<file path="src/rtl/pipe_pkg.sv">
// rtl/pipe_pkg.sv - shared pipeline types and defaults
package pipe_pkg;

  localparam int DEF_WIDTH = 32;

  typedef enum logic [1:0] {
    ST_EMPTY = 2'd0,
    ST_ONE   = 2'd1,
    ST_TWO   = 2'd2
  } skid_state_e;

endpackage

</file>
<file path="src/rtl/mux_nto1.sv">
// rtl/mux_nto1.sv - combinational N-way word select with out-of-range flag
module mux_nto1
  import pipe_pkg::*;
#(
  parameter int WIDTH  = DEF_WIDTH,
  parameter int NUM_IN = 3,
  localparam int SEL_W = (NUM_IN > 1) ? $clog2(NUM_IN) : 1
) (
  input  logic [NUM_IN*WIDTH-1:0] in_data,
  input  logic [SEL_W-1:0]        sel,
  output logic [WIDTH-1:0]        out_data,
  output logic                    out_of_range
);

  // Unused select codes fall through to zero rather than aliasing a source.
  always_comb begin
    out_data = '0;
    for (int k = 0; k < NUM_IN; k++) begin
      if (sel == SEL_W'(k)) begin
        out_data = in_data[k*WIDTH +: WIDTH];
      end
    end
  end

  assign out_of_range = (32'(sel) >= 32'(NUM_IN));

endmodule

</file>
<file path="src/rtl/mux_skid_stage.sv">
// rtl/mux_skid_stage.sv - N-way operand select into a registered stage with 2-entry skid buffer
module mux_skid_stage
  import pipe_pkg::*;
#(
  parameter int WIDTH  = DEF_WIDTH,
  parameter int NUM_IN = 3,
  localparam int SEL_W = (NUM_IN > 1) ? $clog2(NUM_IN) : 1
) (
  input  logic                    CLK,
  input  logic                    RESET_N,
  input  logic [NUM_IN*WIDTH-1:0] IN_DATA,
  input  logic [SEL_W-1:0]        SEL,
  input  logic                    IN_VALID,
  output logic                    IN_READY,
  input  logic                    FLUSH,
  output logic [WIDTH-1:0]        OUT_DATA,
  output logic                    OUT_VALID,
  input  logic                    OUT_READY,
  output logic                    SEL_ERR
);

  skid_state_e      state_q, state_d;
  logic [WIDTH-1:0] main_q, main_d;
  logic [WIDTH-1:0] skid_q, skid_d;
  logic             sel_err_q, sel_err_d;

  logic [WIDTH-1:0] sel_data;
  logic             sel_bad;
  logic             accept;
  logic             pop;

  mux_nto1 #(
    .WIDTH  (WIDTH),
    .NUM_IN (NUM_IN)
  ) u_mux (
    .in_data      (IN_DATA),
    .sel          (SEL),
    .out_data     (sel_data),
    .out_of_range (sel_bad)
  );

  // Ready depends only on registered state, so no OUT_READY-to-IN_READY path.
  assign IN_READY  = (state_q != ST_TWO);
  assign OUT_VALID = (state_q != ST_EMPTY);
  assign OUT_DATA  = main_q;
  assign SEL_ERR   = sel_err_q;

  assign accept = IN_VALID & IN_READY;
  assign pop    = OUT_VALID & OUT_READY;

  always_comb begin
    state_d   = state_q;
    main_d    = main_q;
    skid_d    = skid_q;
    sel_err_d = sel_err_q | (accept & sel_bad);

    case (state_q)
      ST_EMPTY: begin
        if (accept) begin
          main_d  = sel_data;
          state_d = ST_ONE;
        end
      end
      ST_ONE: begin
        if (accept && pop) begin
          main_d = sel_data;
        end else if (accept) begin
          skid_d  = sel_data;
          state_d = ST_TWO;
        end else if (pop) begin
          state_d = ST_EMPTY;
        end
      end
      ST_TWO: begin
        if (pop) begin
          main_d  = skid_q;
          state_d = ST_ONE;
        end
      end
      default: state_d = ST_EMPTY;
    endcase

    // Flush drops held and incoming entries but keeps the error history.
    if (FLUSH) begin
      state_d = ST_EMPTY;
    end
  end

  always_ff @(posedge CLK or negedge RESET_N) begin
    if (!RESET_N) begin
      state_q   <= ST_EMPTY;
      main_q    <= '0;
      skid_q    <= '0;
      sel_err_q <= 1'b0;
    end else begin
      state_q   <= state_d;
      main_q    <= main_d;
      skid_q    <= skid_d;
      sel_err_q <= sel_err_d;
    end
  end

endmodule

</file>
<file path="config.mk">
export PLATFORM = sky130hd
export DESIGN_NAME = mux_skid_stage
export DESIGN_NICKNAME = d
export VERILOG_FILES = /design/src/rtl/pipe_pkg.sv /design/src/rtl/mux_nto1.sv /design/src/rtl/mux_skid_stage.sv
export SDC_FILE = /design/constraint.sdc
export NUM_CORES = 1
export LEC_CHECK = 0
export ABC_AREA = 1
export ABC_CLOCK_PERIOD_IN_PS = 1350
export BUFFER_PORTS_ARGS = -buffer_cell sky130_fd_sc_hd__buf_2
export CORE_MARGIN = 2
export CORE_UTILIZATION = 51
export CTS_BUF_LIST = sky130_fd_sc_hd__clkbuf_2
export DETAILED_ROUTE_END_ITERATION = 10
export PLACE_DENSITY_LB_ADDON = 0.12
export SLEW_MARGIN = 0
export SYNTH_ARGS = -nofsm -noshare
export SYNTH_HDL_FRONTEND = slang
export SYNTH_SLANG_ARGS = --single-unit
</file>
<file path="constraint.sdc">
create_clock -name CLK -period 1.35 [get_ports CLK]
set_input_delay 0.2025 -clock CLK [delete_from_list [all_inputs] [get_ports CLK]]
set_output_delay 0.2025 -clock CLK [all_outputs]
set_load 0.005 [all_outputs]
</file>
==> results of run 1 <==
-- state kept, by name, summed over array words and instances (netlist names) --
name	flops
SEL_ERR	1
skid_q	32
state_q	2
OUT_DATA	32
-- layer usage --
metal	vias to the layer above	routed length, um
met1	1979	4860
met2	271	6130
met4	0	338
met3	39	1160
met5	-	0
li1	1996	-
-- worst max-delay path by stage --
stage / to / slack (ns)
6_report: IN_READY / -0.21
3_5_place_dp: state_q[1] / -0.07
5_1_grt: OUT_VALID / -0.25
4_1_cts: OUT_VALID / -0.21
2_1_floorplan: skid_q[0] / 0.14
3_3_place_gp: OUT_DATA[25] / -0.003
-- cell usage in the layout (no fill, tap or decap), drive strengths merged --
cell         instances
nor2                66
nand2              204
buf                183
clkbuf               9
inv                  9
dfrtp               67
o21ai               33
nand3               99
dlygate4sd3          4
o21bai               1
nor3                 1
bufinv               1
clkinvlp             1
nand4                2
clkinv               5
-- cells in the mapped netlist --
cell / instances / area, um2
buf_1: 2 / 7.51
o21ai_1: 14 / 70.1
nor2_2: 1 / 6.26
o21ai_0: 19 / 95.1
buf_6: 3 / 33.8
nand2_2: 1 / 6.26
nand2_1: 202 / 758
o21bai_1: 1 / 7.51
clkbuf_1: 6 / 22.5
nor3_4: 1 / 16.3
inv_2: 3 / 11.3
nand2_4: 1 / 11.3
nand3_1: 99 / 495
buf_2: 21 / 105
dfrtp_1: 67 / 1680
nand4_1: 2 / 12.5
inv_1: 6 / 22.5
buf_4: 3 / 22.5
nor2_1: 65 / 244
-- critical path: stages (launching register included) --
cell and delay (ns):
dfrtp_2 0.48, buf_6 0.13, nand2_4 0.06, buf_8 0.10
buf_6 0.08
-- cell families (layout without fill, tap and decap cells) --
kind of cell / after synthesis / after routing
AO/OA/AOI/OAI: 34 / 34
AND/OR/NAND/NOR: 372 / 372
flip-flops: 67 / 67
buffers and inverters: 44 / 212
-- layout make-up --
| class | count | area (um2) | area share [%] |
|---|---|---|---|
| Inverter | 9 | 50.0 | 0.962 |
| Tap cell | 96 | 120 | 2.31 |
| Timing Repair Buffer | 187 | 1370 | 26.3 |
| Clock inverter | 7 | 58.8 | 1.13 |
| Clock buffer | 9 | 45.0 | 0.865 |
| Sequential cell | 67 | 1680 | 32.2 |
| Multi-Input combinational cell | 406 | 1880 | 36.2 |
-- power groups by stage --
stage / registers (mW) / logic (mW) / clock network (mW)
floorplan: 2.79 / 0.810 / 0
detailed placement: 2.82 / 1.48 / 0
finish: 2.85 / 1.93 / 1.14
CTS: 2.79 / 1.80 / 1.14
global route: 2.89 / 2.13 / 1.24
global placement: 2.81 / 1.42 / 0
-- timing repair --
| action | CTS | global route |
|---|---|---|
| gates cloned | 7 | 0 |
| endpoints found under the setup margin | 51 | 68 |
| hold buffers | 4 | 0 |
| buffers inserted | 14 | 2 |
| gates resized for setup | 41 | 50 |
| pin swaps | 6 | 13 |
| endpoints found under the hold margin | 64 | 0 |
==> metrics.txt, run 1 <==
Clock Latency Late Sink 0.50 ns; number of diodes 0; Relative slew margins 67.0%; # IOs 138; Slew @ Worst Pin 0.495 ns; Internal Pwr Total 3.83 mW; final cell count without fillers 781; Post-Syn Nets 620; post-synthesis compound-gate area fraction 4.76%; unique cell type count in the Yosys netlist 19; routed length per instance 16.0 um; Final Net Count 783; aggregate global routing overflow 0; Final min period 1.56 ns; Leak 2.93 nW; CTS max path bufs 2; initial core utilization 53.1%; TritonCTS clock tree done; Fmax 642 MHz; die area 0.00780 mm2; PD cells 1140 mW/mm2; Hold Slack 0.0224 ns; clock-pin slew on the worst setup and hold paths 0.21 ns; placed instance count 740; Clk network pwr share 19.3%; Final ANT Viol Nets 0; failing checks negative setup slack; initial antenna violation count 0; crit-path max FO 4; Max Cap Viol 0; Combinational Power Share 32.5%; Final GP Congestion 0.780; type of origin of the critical path flop; # setup viols final 67; GR Layer Usage met2 54.5%; fin area 0.00520 mm2; Min-Delay Endpoint skid_q[26]; M1 GR Usage 40.9%; final hold violation count 0; setup TNS -8.58 ns; worst min path class primary input to flop; total number of vias 4285; met3 Track Usage GR 6.72%; xor and xnor area share after synthesis 0%; Sequential Power Share 48.2%; Rows 30; post-DR vias/cell 5.49; Most Used Layer, Global Route met2; post-synthesis mux area share 0%; Post-DP Area 0.00450 mm2; status complete, but fails checks; skew final 0.0275 ns; IO buf count 137; R2R Path End skid_q[27]; Die Ht 88.3 um; DR iter-0 viols 342; share of layout cells above drive strength 1 36.4%; Fillers 520; Synth Instances 517; number of global-route vias before repair 3992; Clock Sink Count 67; kind of critical path flop to primary output; fin worst setup slack -0.208 ns; total power 5.92 mW; post-synthesis adder-cell area fraction 0%; P_sw 2.08 mW; Final Cycle Share 115%; Slew Viols, Final 0; fin util 76.2%; sw frac 35.2%; worst r2r src state_q[1]; final wirelength 12500 um; pin count of the biggest net entering global routing 34; Reg2Reg Depth 9; first-pass GRT wire length 19200 um; Worst Hold Depth 5; Max IR drop VDD 0.663 mV; Critical Path End Type primary output; Tot GR Track Use 32.6%; Worst Path Required 1.15 ns; Hold Crit Start IN_DATA[26]; CTS Buf Count 9; RSZ-0062 raised after global routing true; Area Overhead vs Synth 43.6%; Critical Path AT 1.36 ns; Core Area 0.00683 mm2; HPWL Detailed 7490 um; register bit total from synthesis 67; Synth Area per Inst 7.01 um2; Die Wd 88.3 um; dpl ws -0.0682 ns; register-to-register setup slack -0.18 ns; Simple-Gate Fraction of Synth Area 42.8%; Seq/Total Area, Yosys 46.3%; Synth Cell Area 0.00362 mm2; largest family of logic cells by synthesized area simple AND/OR/NAND/NOR gates; Root Buffer clkbuf_2; start point of the critical path state_q[1]; CTS H-tree lvls 3; Yosys warning count 0; Residual DRC 0; DRT Pass-1 Iters 6
No activity file was read; power rests on OpenSTA's default activity.
==> run 2: changes to the inputs <==
--- a/config.mk
+++ b/config.mk
@@ -6,7 +6,7 @@
 export NUM_CORES = 1
 export LEC_CHECK = 0
 export ABC_AREA = 1
-export ABC_CLOCK_PERIOD_IN_PS = 1350
+export ABC_CLOCK_PERIOD_IN_PS = 1490
 export BUFFER_PORTS_ARGS = -buffer_cell sky130_fd_sc_hd__buf_2
 export CORE_MARGIN = 2
 export CORE_UTILIZATION = 51
==> constraint.sdc (replaced) <==
create_clock -name CLK -period 1.49 [get_ports CLK]
set_input_delay 0.2235 -clock CLK [delete_from_list [all_inputs] [get_ports CLK]]
set_output_delay 0.2235 -clock CLK [all_outputs]
set_load 0.005 [all_outputs]
==> run 2 against run 1 <==
Net effect: the run still ends with negative setup slack left; sequential power shrank 11%; routed wire length fell by 5.9%; total power decreased by 13%.
==> metrics.txt, run 2 (same netlist as run 1, synthesis figures left out) <==
Clock Sink Count 67; Critical Path AT 1.99 ns; crit-path max FO 7; CTS H-tree lvls 3; DRT Pass-1 Iters 5; aggregate global routing overflow 0; post-DR vias/cell 5.28; Leak 2.82 nW; Fmax 624 MHz; Area Overhead vs Synth 35.1%; CTS Buf Count 9; Final Cycle Share 108%; area of the multi-input gates 0.00178 mm2; worst min path class primary input to flop; Rows 30; TritonCTS clock tree done; Final ANT Viol Nets 0; kind of critical path flop to flop; clock-pin slew on the worst setup and hold paths 0.20 ns; Hold Crit Start IN_DATA[4]; Critical Path End Type flop; DR iter-0 viols 306; Tot GR Track Use 27.9%; register-to-register setup slack -0.11 ns; number of diodes 0; Die Ht 88.3 um; RSZ-0062 raised after global routing true; fin worst setup slack -0.113 ns; Min-Delay Endpoint skid_q[4]; setup TNS -1.43 ns; Clock Latency Late Sink 0.49 ns; Final min period 1.60 ns; initial core utilization 53.1%; commonest non-fill, non-tap cell in the layout nand2_1; type of origin of the critical path flop; routed length per instance 15.3 um; status complete, but fails checks; worst r2r src state_q[1]; die area 0.00780 mm2; Final GP Congestion 0.847; IO buf count 137; failing checks negative setup slack; first-pass GRT wire length 16900 um; number of global-route vias before repair 3632; flip-flop and latch area 0.00168 mm2; Final Net Count 772; skew final 0.0269 ns; PD cells 1050 mW/mm2; # IOs 138; CTS max path bufs 2; Slew Viols, Final 0; Core Area 0.00683 mm2; Max IR drop VDD 0.671 mV; Relative slew margins 70.6%; Worst Hold Depth 5; Max Cap Viol 0; fin area 0.00490 mm2; total power 5.15 mW; total number of vias 4068; Root Buffer clkbuf_2; Post-DP Area 0.00443 mm2; Reg2Reg Depth 10; Die Wd 88.3 um; most frequent cells in the layout nand2_1 (191), buf_2 (135), nand3_1 (99); R2R Path End OUT_DATA[28]; final wirelength 11800 um; Residual DRC 0; Fillers 578; final hold violation count 0; # setup viols final 44; Hold Slack 0.0391 ns; Worst Path Required 1.87 ns; initial antenna violation count 0; HPWL Detailed 7280 um; Slew @ Worst Pin 0.441 ns; share of layout cells above drive strength 1 31.3%; pin count of the biggest net entering global routing 38
## run 2: cell types whose count changed in the layout (fill, tap and decap cells not counted), sizes merged
cell,before,now
buf,183,169
dlygate4sd3,4,3
clkinv,5,4
clkbuf,9,14
## run 2: cell type report
type                    count  share of cell area, %
flip-flops and latches     67                   34.2
inverters                   9                  0.945
multi-input cells         406                   36.4
well taps                  96                   2.45
repair buffers            176                   23.8
clock inverters             6                   1.15
clock buffers              10                   1.02
## run 2: routing by layer
| metal | GRT usage [%] | share of wire, % |
|---|---|---|
| met2 | 46.9 | 49 |
| met5 | 0 | 0 |
| met1 | 36.9 | 41 |
| met3 | 4.01 | 8.2 |
| met4 | 10.6 | 1.3 |
## run 2: worst max path at each step
stage / from / end / slack [ns] / depth (start not counted)
2_1_floorplan: state_q[1] / skid_q[0] / 0.28 / 7
3_3_place_gp: state_q[1] / state_q[1] / 0.12 / 5
3_5_place_dp: state_q[1] / skid_q[27] / 0.06 / 6
4_1_cts: state_q[0] / IN_READY / -0.07 / 4
5_1_grt: state_q[0] / IN_READY / -0.15 / 4
6_report: state_q[1] / OUT_DATA[28] / -0.11 / 10
## run 2: critical path, cell delays in order (launching register included)
cell       delay (ns)
dfrtp_1          0.49
buf_6            0.16
inv_6            0.06
nand2_4          0.05
buf_4            0.14
nand2_4          0.07
nand2_4          0.10
buf_6            0.15
clkbuf_16        0.15
nand2_1          0.07
nand2_1          0.06
## run 2: report_power, final
group          internal, mW  switching (mW)  total [mW]  leakage, nW
clock network         0.381           0.680        1.06       0.0691
registers              2.27           0.267        2.54        0.857
logic                 0.711           0.836        1.55         1.90
## run 2: stage by stage
stage / setup slack (ns) / utilization (%) / cells
finish: -0.113 / 71.7 / 770
global placement: 0.124 / 64.9 / 734
global route: -0.152 / 71.7 / 770
detailed placement: 0.0572 / 64.9 / 734
floorplan: 0.281 / - / 517
CTS: -0.0740 / 67.9 / 758
## run 2: repair_timing
| item | in CTS | in global routing |
|---|---|---|
| pin swaps | 0 | 12 |
| hold endpoints to repair | 31 | 0 |
| hold buffers | 3 | 0 |
| setup endpoints to repair | 2 | 67 |
| cloned | 0 | 6 |
| gates resized for setup | 9 | 34 |
| setup buffers | 5 | 6 |
